--- config.mk ---
export PLATFORM = sky130hd
export DESIGN_NAME = seg7_scan_capture_flat
export DESIGN_NICKNAME = d
export VERILOG_FILES = /design/src/rtl/seg7_scan_capture_if.sv /design/src/rtl/seg7_scan_capture.sv /design/src/flat_wrapper.sv
export SDC_FILE = /design/constraint.sdc
export NUM_CORES = 1
export LEC_CHECK = 0
export CORE_MARGIN = 3
export CORE_UTILIZATION = 48
export DETAILED_ROUTE_END_ITERATION = 8
export PLACE_DENSITY = 0.75
export SLEW_MARGIN = 20
export SYNTH_ARGS = -nofsm -noshare
export SYNTH_HDL_FRONTEND = slang
export SYNTH_SLANG_ARGS = --single-unit
--- constraint.sdc ---
create_clock -name clk -period 2.4 [get_ports clk]
set_input_delay 0.36 -clock clk [delete_from_list [all_inputs] [get_ports clk]]
set_output_delay 0.36 -clock clk [all_outputs]
set_load 0.01 [all_outputs]
--- src/rtl/seg7_scan_capture_if.sv ---
// rtl/seg7_scan_capture_if.sv - display bus and capture result bundle for seg7_scan_capture
interface seg7_scan_capture_if #(
  parameter int DIGITS = 4,
  parameter int IDX_W  = 2
);
  logic [6:0]          hex;
  logic [DIGITS-1:0]   dig_n;
  logic [4*DIGITS-1:0] bcd_out;
  logic [DIGITS-1:0]   valid;
  logic                upd;
  logic [IDX_W-1:0]    upd_idx;
  logic                err;
  logic [7:0]          err_cnt;

  // Drives the display pins and observes the captured results
  modport master (
    output hex, dig_n,
    input  bcd_out, valid, upd, upd_idx, err, err_cnt
  );

  // The capture block: reads the display pins, presents captured results
  modport slave (
    input  hex, dig_n,
    output bcd_out, valid, upd, upd_idx, err, err_cnt
  );
endinterface

--- src/rtl/seg7_scan_capture.sv ---
// rtl/seg7_scan_capture.sv - recovers per-digit codes from a multiplexed active-low 7-segment bus
module seg7_scan_capture #(
  parameter int DIGITS        = 4,
  parameter int STABLE_CYCLES = 4,
  parameter int IDX_W         = 2
) (
  input logic              clk,
  input logic              rst_n,
  seg7_scan_capture_if.slave bus
);

  localparam int CNT_W = (STABLE_CYCLES > 2) ? $clog2(STABLE_CYCLES) : 1;
  localparam logic [CNT_W-1:0]  CNT_MAX  = CNT_W'(STABLE_CYCLES - 1);
  localparam logic [CNT_W-1:0]  CNT_LAST = CNT_W'(STABLE_CYCLES - 2);
  localparam logic [DIGITS-1:0] DIG_ONE  = DIGITS'(1);

  typedef enum logic [1:0] {IDLE, TRACK, HOLD} state_t;

  // Synchroniser stages and previous-sample register
  logic [6:0]        hex_m_q, hex_s_q, hex_p_q;
  logic [DIGITS-1:0] dig_m_q, dig_s_q, dig_p_q;

  state_t              state_q;
  logic [CNT_W-1:0]    cnt_q, cnt_d;
  logic [4*DIGITS-1:0] bcd_q;
  logic [DIGITS-1:0]   valid_q;
  logic                upd_q, err_q;
  logic [IDX_W-1:0]    upd_idx_q;
  logic [7:0]          err_cnt_q;

  logic              match, onehot, legal, capture;
  logic [DIGITS-1:0] strobe;
  logic [IDX_W-1:0]  idx;
  logic [3:0]        code;

  // Sample comparison, strobe decode, segment decode and stability count
  always_comb begin
    match  = (hex_s_q == hex_p_q) && (dig_s_q == dig_p_q);
    strobe = ~dig_s_q;
    onehot = (strobe != '0) && ((strobe & (strobe - DIG_ONE)) == '0);
    idx    = '0;
    for (int i = 0; i < DIGITS; i++) begin
      if (strobe[i]) idx = IDX_W'(i);
    end
    legal = 1'b1;
    code  = 4'h0;
    case (hex_s_q)
      7'b1000000: code = 4'h0;
      7'b1111001: code = 4'h1;
      7'b0100100: code = 4'h2;
      7'b0110000: code = 4'h3;
      7'b0011001: code = 4'h4;
      7'b0010010: code = 4'h5;
      7'b0000010: code = 4'h6;
      7'b1111000: code = 4'h7;
      7'b0000000: code = 4'h8;
      7'b0010000: code = 4'h9;
      7'b0111111: code = 4'hF;
      7'b1111111: code = 4'hE;
      default:    legal = 1'b0;
    endcase
    if (!match || !onehot) begin
      cnt_d = '0;
    end else if (cnt_q == CNT_MAX) begin
      cnt_d = cnt_q;
    end else begin
      cnt_d = cnt_q + CNT_W'(1'b1);
    end
    // The sample becomes the STABLE_CYCLES-th identical one on this edge
    capture = (state_q == TRACK) && onehot && match && (cnt_q == CNT_LAST);
  end

  // Two-flop synchroniser plus one-cycle history; idle bus reads as all-ones
  always_ff @(posedge clk or negedge rst_n) begin
    if (!rst_n) begin
      hex_m_q <= '1;
      hex_s_q <= '1;
      hex_p_q <= '1;
      dig_m_q <= '1;
      dig_s_q <= '1;
      dig_p_q <= '1;
    end else begin
      hex_m_q <= bus.hex;
      hex_s_q <= hex_m_q;
      hex_p_q <= hex_s_q;
      dig_m_q <= bus.dig_n;
      dig_s_q <= dig_m_q;
      dig_p_q <= dig_s_q;
    end
  end

  // Capture FSM with registered result bank and pulse outputs
  always_ff @(posedge clk or negedge rst_n) begin
    if (!rst_n) begin
      state_q   <= IDLE;
      cnt_q     <= '0;
      bcd_q     <= '0;
      valid_q   <= '0;
      upd_q     <= 1'b0;
      err_q     <= 1'b0;
      upd_idx_q <= '0;
      err_cnt_q <= '0;
    end else begin
      cnt_q <= cnt_d;
      upd_q <= 1'b0;
      err_q <= 1'b0;
      case (state_q)
        IDLE: begin
          if (onehot) state_q <= TRACK;
        end
        TRACK: begin
          if (!onehot) begin
            state_q <= IDLE;
          end else if (capture) begin
            state_q   <= HOLD;
            upd_q     <= 1'b1;
            upd_idx_q <= idx;
            valid_q[idx] <= legal;
            if (legal) begin
              bcd_q[{idx, 2'b00} +: 4] <= code;
            end else begin
              err_q <= 1'b1;
              if (err_cnt_q != 8'hFF) err_cnt_q <= err_cnt_q + 8'd1;
            end
          end
        end
        HOLD: begin
          // Any change re-arms, so the same value can be captured again after a gap
          if (!match) state_q <= onehot ? TRACK : IDLE;
        end
        default: state_q <= IDLE;
      endcase
    end
  end

  assign bus.bcd_out = bcd_q;
  assign bus.valid   = valid_q;
  assign bus.upd     = upd_q;
  assign bus.upd_idx = upd_idx_q;
  assign bus.err     = err_q;
  assign bus.err_cnt = err_cnt_q;

endmodule

--- src/flat_wrapper.sv ---
// flat-port wrapper written by rule: the top's interface ports become plain ports
module seg7_scan_capture_flat 
#(
  parameter int DIGITS        = 4,
  parameter int STABLE_CYCLES = 4,
  parameter int IDX_W         = 2
)
  (clk, rst_n, bus_hex, bus_dig_n, bus_bcd_out, bus_valid, bus_upd, bus_upd_idx, bus_err, bus_err_cnt);
  seg7_scan_capture_if #(.DIGITS(DIGITS), .IDX_W(IDX_W)) bus_i ();
  input logic clk;
  input logic rst_n;
  input wire logic [$bits(bus_i.hex)-1:0] bus_hex;
  input wire logic [$bits(bus_i.dig_n)-1:0] bus_dig_n;
  output wire logic [$bits(bus_i.bcd_out)-1:0] bus_bcd_out;
  output wire logic [$bits(bus_i.valid)-1:0] bus_valid;
  output wire logic [$bits(bus_i.upd)-1:0] bus_upd;
  output wire logic [$bits(bus_i.upd_idx)-1:0] bus_upd_idx;
  output wire logic [$bits(bus_i.err)-1:0] bus_err;
  output wire logic [$bits(bus_i.err_cnt)-1:0] bus_err_cnt;
  assign bus_i.hex = bus_hex;
  assign bus_i.dig_n = bus_dig_n;
  assign bus_bcd_out = bus_i.bcd_out;
  assign bus_valid = bus_i.valid;
  assign bus_upd = bus_i.upd;
  assign bus_upd_idx = bus_i.upd_idx;
  assign bus_err = bus_i.err;
  assign bus_err_cnt = bus_i.err_cnt;
  seg7_scan_capture #(.DIGITS(DIGITS), .STABLE_CYCLES(STABLE_CYCLES), .IDX_W(IDX_W)) u_core (.clk(clk), .rst_n(rst_n), .bus(bus_i));
endmodule
After elaboration in Yosys (flattened, before gate mapping)
Cells that the tools add are included.

Flip-flop bits (word level): 69. Bits of input ports: 13. Output and inout bits: 32. Logic and storage cells: 89.

Add/subtract/negate cells: 4. Magnitude comparators: 2. Equal/unequal tests: 22. Shift-type cells: 2. Muxes and demuxes: 24. Bitwise logic cells: 3. Reductions and logical operators: 18.

Operator list (number): $pmux W4 S11 (1); $eq A7 B7 Y1 const B (4); $eq A7 B5 Y1 const B (3); $eq A7 B6 Y1 const B (3); $bwmux W16 (1); $mux W2 (8); $shift A4 B6 Y16 const A (1); $shiftx A4 B6 Y16 (1); $reduce_or A12 Y1 (1); $mux W1 (11); $add A8 B1 Y8 const B (1); $ne A8 B8 Y1 const B (1); $eq A7 B2 Y1 const B (1); $eq A7 B7 Y1 (1); $logic_not A7 Y1 (1); $eq A2 B2 Y1 const B (3); $logic_and A1 B1 Y1 (6); $neg A4 Y6 (1); $pmux W2 S3 (1); $reduce_and A3 Y1 (2); $reduce_and A5 Y1 (1); $and A4 B4 Y4 (1); $bwmux W4 (1); $eq A4 B4 Y1 (1); other kinds (17) (19).

Logic depth before layout (Yosys ltp)
Gate-level depths: netlist of run 1.

Depth in word-level cells: 11. Mapped depth: 9.

Worst setup path after synthesis of run 1
No wires, ideal clock.

Kind: register -> register. Start point: reg u_core.hex_s_q[2]. End point: reg u_core.err_cnt_q[7], in the netlist u_core.bus.err_cnt[7]. Data arrival time: 2.214 ns. Required time: 2.275 ns. Slack: 0.061 ns. Stages on the path, launching flop included: 9. Path through: dfstp_2 -> buf_4 -> xnor2_2 -> nand4_1 -> or3_4 -> or2_1 -> buf_6 -> nor4_4 -> mux2_4.

Longest elaborated chain between the ends: 5. Elaborated cells on any way between the ends: 20.

RTL lines: from (decl) (line seg7_scan_capture.sv:20) `logic [6:0] hex_m_q, hex_s_q, hex_p_q;`; from (signal assigned) (line seg7_scan_capture.sv:84) `hex_s_q <= hex_m_q;`; $eq A7 B7 Y1, or another cell as far along (line seg7_scan_capture.sv:47) `case (hex_s_q)`; $reduce_or A12 Y1 (no source line) or $logic_and A1 B1 Y1 (tied branches); $mux W1 or $logic_and A1 B1 Y1 (tied branches) (line seg7_scan_capture.sv:47, seg7_scan_capture.sv:70); $not A1 Y1 (no source line) or $logic_and A1 B1 Y1 (tied branches); $reduce_and A5 Y1 (no source line) (*); to (signal assigned) (line seg7_scan_capture.sv:123) `if (err_cnt_q != 8'hFF) err_cnt_q <= err_cnt_q + 8'd1;`; to (decl) (line seg7_scan_capture.sv:29) `logic [7:0] err_cnt_q;`.

Mark *: on every way between the ends. The rest lies on a longest branch, timed or not. A chain may end at the register's enable or synchronous reset.

Worst setup path in the final report of run 1
Start point: reg u_core.hex_s_q[1]. End point: reg u_core.err_cnt_q[7], in the netlist u_core.bus.err_cnt[7].

Same word-level chain as after synthesis.

==> flow_summary.yaml, run 1 <==
run:
  max_cap_violations: 0
cells_and_area:
  drive_gt1_share_pct: 26.89
  final_cell_mix: "43 x clkdlybuf4s50_1, 41 x nand2_1, 36 x dfrtp_1"
  antenna_cells: 0
  nFillCells: 477
  syn_to_final_growth_pct: 27.41
  nets: 348
  layout.cells.non_filler: 406
  fin_util_pct: 63.89
  final_common_cell: "clkdlybuf4s50_1"
critical_path:
  path_class: "flip-flop to flip-flop"
  cpLargestDelayFamily: "simple AND/OR/NAND/NOR gates"
  path_buf_inv: 0
  crit_fanout: 7
  crit_path_end_kind: "flip-flop"
  r2r_end: "u_core.bus.err_cnt[7]$_DFFE_PN0P_"
  slowest_stage: "dfstp_2"
  arrival_ns: 2.53
  worstReg2RegStart: "u_core.hex_s_q[1]$_DFF_PN1_"
  rrSetupSlack_ns: 0.10
  crit_required_ns: 2.63
  reg2reg_depth: 6
  start_kind: "flip-flop"
  max_stage_delay_ns: 0.61
  path_cells: "xnor2_2 > nand4_1 > or3_4 > or2_4 > nor4_4 > mux2_4"
drt:
  routed_wl_um: 5637
  drtAntennaViolNets: 0
  route.vias.total: 2087
  drt_iter0_drc: 88
  firstDrtPassIters: 4
  vias_per_cell: 5.140
  wire_per_inst_um: 13.88
  drc_errors: 0
sta:
  finalCritPeriodShare_pct: 95.65
  fin_skew_ns: 0.007654
  fin_tns_setup_ns: 0
  rsz0062_at_grt: "no"
  maxSlewViolCount: 0
  finalHoldViolCount: 0
  max_slew.worst_pin.slew_ns: 0.7142
  maxSlewHeadroom_pct: 52.39
  finalCriticalPeriod_ns: 2.296
  max_freq_ghz: 0.4356
  setup_violations: 0
floorplanning:
  pin_count: 45
  coreArea_um2: 6026
  start_util_pct: 50.15
  num_rows: 28
  fp.dieW_um: 85.34
  die_h_um: 85.34
  dieArea_um2: 7283
logic_synthesis:
  synthArstFlopShare_pct: 100.0
  syn-num-nets: 283
  yosysSeqAreaShare_pct: 58.51
  ys.flop_type: "dfrtp_1"
  yosysWarnings: 0
  synth_edf_count: 0
  synth_area_leaders: "dfrtp_1 30%, dfstp_2 29%, nand2_1 5.1%"
  ys_types: 44
  syn_area_um2: 3022
  ys_seq_elements: 69
  synth_cells: 261
  synth_top_area_cell: "dfrtp_1"
  synth_top_area_share_pct: 29.81
  avgSynthCellArea_um2: 11.58
global_routing:
  antenna_found_initial: 0
  grt_max_degree: 40
  grt_pass1_wl_um: 9625
  grt_usage_pct: 16.99
  grt_overflow_total: 0
  grt_pass1_vias: 2066
placement:
  gp_congestion: 0.8121
  port_buffers: 44
  place_inst: 388
  hpwl_um: 4183
clock_tree:
  clockBufferDepth: 2
  cts_made_buffers: 9
  clockRootBuffer: "clkbuf_8"
  clk_latency_ns: 0.34
  clock_sinks: 69
  cts_hold_buf: 0
  path_clk_slew_ns: 0.08
  cts_tree: "done"
  htreeDepth: 3
power:
  max-vdd-ir-drop_v: 0.0004568
  p_per_area_nw_per_um2: 611.1
  total_leakage_power_nw: 1.684
worst_hold_path:
  worstHoldPathType: "primary input to asynchronous set/reset pin"
status:
  status: "completed"
==> sequential cells by signal (all words and copies together), names as in the netlist <==
signal / cells
u_core.bus.valid: 4
u_core.hex_p_q: 7
u_core.bus.bcd_out: 16
u_core.bus.err_cnt: 8
u_core.dig_m_q: 4
u_core.bus.err: 1
u_core.state_q: 2
u_core.bus.upd: 1
u_core.dig_s_q: 4
u_core.dig_p_q: 4
u_core.hex_m_q: 7
u_core.bus.upd_idx: 2
u_core.cnt_q: 2
u_core.hex_s_q: 7
==> metal layers <==
metal	global-route usage, %	share of wire (%)
met5	0	0
met4	8.345	2.1
met3	3.495	3.6
met2	27.05	49
met1	22.14	45
==> worst reg2reg max path, delay by kind of cell, from the launching register on <==
| family | cells | cell delay (ns) |
|---|---|---|
| and+or+nand+nor | 4 | 1.15 |
| muxes | 1 | 0.32 |
| xor gates and xnor gates | 1 | 0.12 |
| DFF | 1 | 0.61 |
==> power breakdown <==
part	switching [mW]	internal, mW	leakage, nW	total (mW)
sequential	0.0188	1.21	0.849	1.23
clock	0.467	0.492	0.106	0.960
combinational	0.0866	0.0733	0.729	0.160
==> kinds of logic (layout without fill, tap and decap cells) <==
family | Yosys count | in the layout | share of synthesized area, %
DFF | 69 | 69 | 58.51
adders and majority gates | 9 | 9 | 3.727
AOI/OAI and AO/OA | 37 | 37 | 7.495
and+or+nand+nor | 102 | 102 | 18.14
xor gates and xnor gates | 19 | 19 | 6.004
buffers and inverters | 18 | 88 | 3.271
muxes | 7 | 7 | 2.857
==> metrics by stage <==
| stage | hold slack, ns | worst slack (ns) | area [µm²] | power, mW |
|---|---|---|---|---|
| 2_1_floorplan | 0.06441 | 0.06083 | 3022 | 1.333 |
| 3_3_place_gp | 0.3452 | 0.05435 | 3626 | 1.407 |
| 3_5_place_dp | 0.3469 | 0.008059 | 3626 | 1.412 |
| 4_1_cts | 0.07559 | 0.005131 | 3825 | 2.373 |
| 5_1_grt | 0.1099 | 0.008433 | 3850 | 2.448 |
| 6_report | 0.06290 | 0.1045 | 3850 | 2.353 |
==> how the worst max path moves through the flow <==
stage                                     start                                end  slack, ns  cells after the start
floorplan           u_core.hex_s_q[2]$_DFF_PN1_  u_core.bus.err_cnt[7]$_DFFE_PN0P_       0.06                      8
global placement    u_core.hex_s_q[1]$_DFF_PN1_  u_core.bus.err_cnt[7]$_DFFE_PN0P_       0.05                      6
detailed placement  u_core.hex_s_q[1]$_DFF_PN1_  u_core.bus.err_cnt[7]$_DFFE_PN0P_      0.008                      6
CTS                 u_core.hex_s_q[1]$_DFF_PN1_  u_core.bus.err_cnt[7]$_DFFE_PN0P_      0.005                      6
global route        u_core.hex_s_q[5]$_DFF_PN1_  u_core.bus.bcd_out[7]$_DFFE_PN0P_      0.008                      8
finish              u_core.hex_s_q[1]$_DFF_PN1_  u_core.bus.err_cnt[7]$_DFFE_PN0P_       0.10                      6
==> layout make-up <==
type | instances | area, µm² | share of cell area, %
repair buffers | 63 | 590.6 | 15.34
well taps | 75 | 93.84 | 2.437
multi-input cells | 174 | 1165 | 30.26
clock buffers | 9 | 123.9 | 3.217
clock inverters | 7 | 75.07 | 1.950
flip-flops and latches | 69 | 1768 | 45.92
inverters | 9 | 33.78 | 0.8775
==> what timing repair did <==
action	in CTS	in global routing
hold endpoints to repair	0	0
setup buffers	0	2
gates resized for setup	0	3
endpoints found under the setup margin	0	4
==> synth_stat cells, drive strengths merged (2+ instances only) <==
cell type	number
nand2	41
ha	9
xor2	8
xnor2	11
and3b	2
nor3b	2
nand2b	6
mux2	7
nor2	8
nor4	3
and3	6
dfstp	33
nand4	4
buf	8
a21oi	2
o21a	2
nor3	11
and4b	2
or2	5
o21ai	21
nand3	10
inv	9
o211ai	5
dfrtp	36
No activity file was read; power rests on OpenSTA's default activity.
==> run 2: changes to the inputs <==
--- a/config.mk
+++ b/config.mk
@@ -9,7 +9,7 @@
 export CORE_UTILIZATION = 48
 export DETAILED_ROUTE_END_ITERATION = 8
 export PLACE_DENSITY = 0.75
-export SLEW_MARGIN = 20
+export SLEW_MARGIN = 25
 export SYNTH_ARGS = -nofsm -noshare
 export SYNTH_HDL_FRONTEND = slang
 export SYNTH_SLANG_ARGS = --single-unit
==> results of run 2 <==
No change in the layout: final DEF, timing and power equal those of run 1.
==> run 3: changes to the inputs <==
--- a/config.mk
+++ b/config.mk
@@ -5,8 +5,9 @@
 export SDC_FILE = /design/constraint.sdc
 export NUM_CORES = 1
 export LEC_CHECK = 0
+export ABC_AREA = 1
 export CORE_MARGIN = 3
-export CORE_UTILIZATION = 48
+export CORE_UTILIZATION = 49
 export DETAILED_ROUTE_END_ITERATION = 8
 export PLACE_DENSITY = 0.75
 export SLEW_MARGIN = 25
==> run 3 against run 2 <==
  * First-iteration DRC count is 1.1% higher
  * Sequential share of layout area is 1.8 points lower
  * Largest cell class unchanged
  * Non-clock buffer count is 16 lower
  * Synthesized cell count is 49% higher
  * Global-route usage is 0.76 points higher
  * Sequential power hardly changed
  * Largest power group unchanged
  * Wire length is 6.8% higher
  * Clock-buffer cell count is 2 higher
  * Highest routed layer unchanged
  * Fmax is 16% higher
  * Combinational power hardly changed
  * Flip-flop and latch count stayed put
  * Via count is 22% higher
==> flow_summary.yaml, run 3 <==
status:
  status: "completed"
drt:
  vias_per_cell: 4.830
  route.vias.total: 2536
  drt_iter0_drc: 89
  drc_errors: 0
  routed_wl_um: 6018
  wire_per_inst_um: 11.46
  drtAntennaViolNets: 0
  firstDrtPassIters: 4
cells_and_area:
  final_cell_mix: "133 x nand2_1, 47 x nor2_1, 43 x clkdlybuf4s50_1"
  antenna_cells: 0
  drive_gt1_share_pct: 17.86
  fin_area_um2: 4010
  nets: 465
  final_common_cell: "nand2_1"
  layout.cells.non_filler: 525
  nFillCells: 553
  largest_register_ff_count: 16
  fin_util_pct: 62.44
  syn_to_final_growth_pct: 21.45
sta:
  setup_violations: 0
  maxSlewViolCount: 0
  hold_ws_ns: 0.06630
  fin_skew_ns: 0.006769
  maxSlewHeadroom_pct: 68.71
  fin_tns_setup_ns: 0
  finalHoldViolCount: 0
  max_slew.worst_pin.slew_ns: 0.4693
  layout_setup_ws_ns: 0.4214
  finalCriticalPeriod_ns: 1.979
  finalCritPeriodShare_pct: 82.44
  rsz0062_at_grt: "no"
  max_freq_ghz: 0.5054
floorplanning:
  dieArea_um2: 7760
  die_h_um: 88.09
  coreArea_um2: 6422
  num_rows: 29
  start_util_pct: 51.41
  fp.dieW_um: 88.09
  pin_count: 45
power:
  max-vdd-ir-drop_v: 0.0004110
  total_leakage_power_nw: 2.002
  switching_share_pct: 24.69
  combPwrFrac_pct: 7.0
  power_mw: 2.270
  p_per_area_nw_per_um2: 566.1
  p_int_mw: 1.709
  switchingPower_mw: 0.5605
  seqPwrFrac_pct: 54.8
  power.clock.fraction_pct: 38.3
clock_tree:
  clock_sinks: 69
  htreeDepth: 3
  clk_latency_ns: 0.34
  path_clk_slew_ns: 0.07
  cts_setup_buffers: 0
  cts_resized: 0
  cts_hold_buf: 0
  cts_tree: "done"
  cts_made_buffers: 9
  clockBufferDepth: 2
  clockRootBuffer: "clkbuf_8"
logic_synthesis:
  synth_top_area_cell: "dfrtp_1"
  synth_cells: 389
  synth_area_leaders: "dfrtp_1 27%, dfstp_2 26%, nand2_1 15%"
  synth.most_common_cell: "nand2_1"
  yosysWarnings: 0
  synthArstFlopShare_pct: 100.0
  syn-num-nets: 411
  avgSynthCellArea_um2: 8.488
  ys_seq_elements: 69
  yosysSeqAreaShare_pct: 53.54
  syn_area_um2: 3302
  synth_edf_count: 0
  ys.flop_type: "dfrtp_1"
  synth_top_area_share_pct: 27.28
  ys_types: 26
  synth_common_cells: "133 x nand2_1, 47 x nor2_1, 37 x inv_1, 36 x dfrtp_1"
critical_path:
  path_cells: "inv_1 > a21oi_1 > buf_4 > ha_1 > inv_1 > nand2_1 > nor3_1 > nand2_1 > nand2_1"
  slowest_stage: "dfstp_2"
  path_buf_inv: 3
  critPathMostFrequentCell: "nand2_1"
  start_kind: "flip-flop"
  arrival_ns: 2.26
  path_class: "flip-flop to flip-flop"
  cpLargestDelayFamily: "flip-flops"
  max_stage_delay_ns: 0.56
  crit_path_end_kind: "flip-flop"
  crit_required_ns: 2.68
  crit_fanout: 7
worst_hold_path:
  worstHoldPathType: "primary input to asynchronous set/reset pin"
placement:
  gp_congestion: 0.8956
  dpl-instance-area_um2: 3825
  port_buffers: 44
  dp_slack_ns: 0.4733
  place_inst: 509
  hpwl_um: 4472
global_routing:
  grt_pass1_vias: 2438
  grt_usage_pct: 17.75
  antenna_found_initial: 0
  grt_pass1_wl_um: 10660
  grt_max_degree: 39
  grt_overflow_total: 0
run:
  max_cap_violations: 0
-- run 3: cell count changes after synthesis, moves of 8 or more --
cell     before  now
o21ai_0      21    6
inv_2         0    8
nand2_1      41  133
nand3_1       9   33
inv_1         9   37
nor3_1       10    1
nor2_1        8   47
-- run 3: path summary, 6_finish.rpt --
check	cells past startpoint	end	slack, ns	from
setup / recovery	9	u_core.bus.bcd_out[11]$_DFFE_PN0P_	0.42	u_core.dig_s_q[1]$_DFF_PN1_
hold / removal	2	u_core.bus.bcd_out[1]$_DFFE_PN0P_	0.07	rst_n
setup reg to reg	9	u_core.bus.bcd_out[11]$_DFFE_PN0P_	0.42	u_core.dig_s_q[1]$_DFF_PN1_
hold reg to reg	0	u_core.dig_s_q[2]$_DFF_PN1_	0.36	u_core.dig_m_q[2]$_DFF_PN1_
max in group asynchronous	2	u_core.dig_p_q[1]$_DFF_PN1_	1.97	rst_n
min in group clk	0	u_core.dig_s_q[2]$_DFF_PN1_	0.36	u_core.dig_m_q[2]$_DFF_PN1_
-- run 3: final cells by class --
type                       instances  area (µm²)  area share, %
tap                               77       96.34          2.402
clock buffer                      11       152.6          3.807
sequential                        69        1768          44.09
clock inverter                     5       32.53         0.8112
multi-input combinational        271        1334          33.26
inverter                          45       168.9          4.212
timing repair buffer              47       457.9          11.42
-- run 3: cell families after synthesis --
logic type	Yosys count	share of synthesized area [%]
adders and majority gates	9	3.410
AOI/OAI and AO/OA	14	2.501
xor gates and xnor gates	12	3.183
and+or+nand+nor	236	31.30
DFF	69	53.54
buffers and inverters	49	6.063
-- run 3: power by group through the flow --
stage | clock (mW) | combinational (mW) | sequential [mW]
final | 0.869 | 0.158 | 1.24
after global routing | 0.959 | 0.183 | 1.25
after CTS | 0.901 | 0.160 | 1.24
after detailed placement | 0 | 0.159 | 1.26
after floorplan | 0 | 0.101 | 1.25
after global placement | 0 | 0.156 | 1.26
-- run 3: metal layers --
metal / GRT usage, % / routed length, µm / vias up
met4: 8.516 / 118 / 0
met1: 23.80 / 2793 / 1166
met3: 4.986 / 291 / 10
li1: - / - / 1309
met5: 0 / 0 / -
met2: 26.64 / 2815 / 51
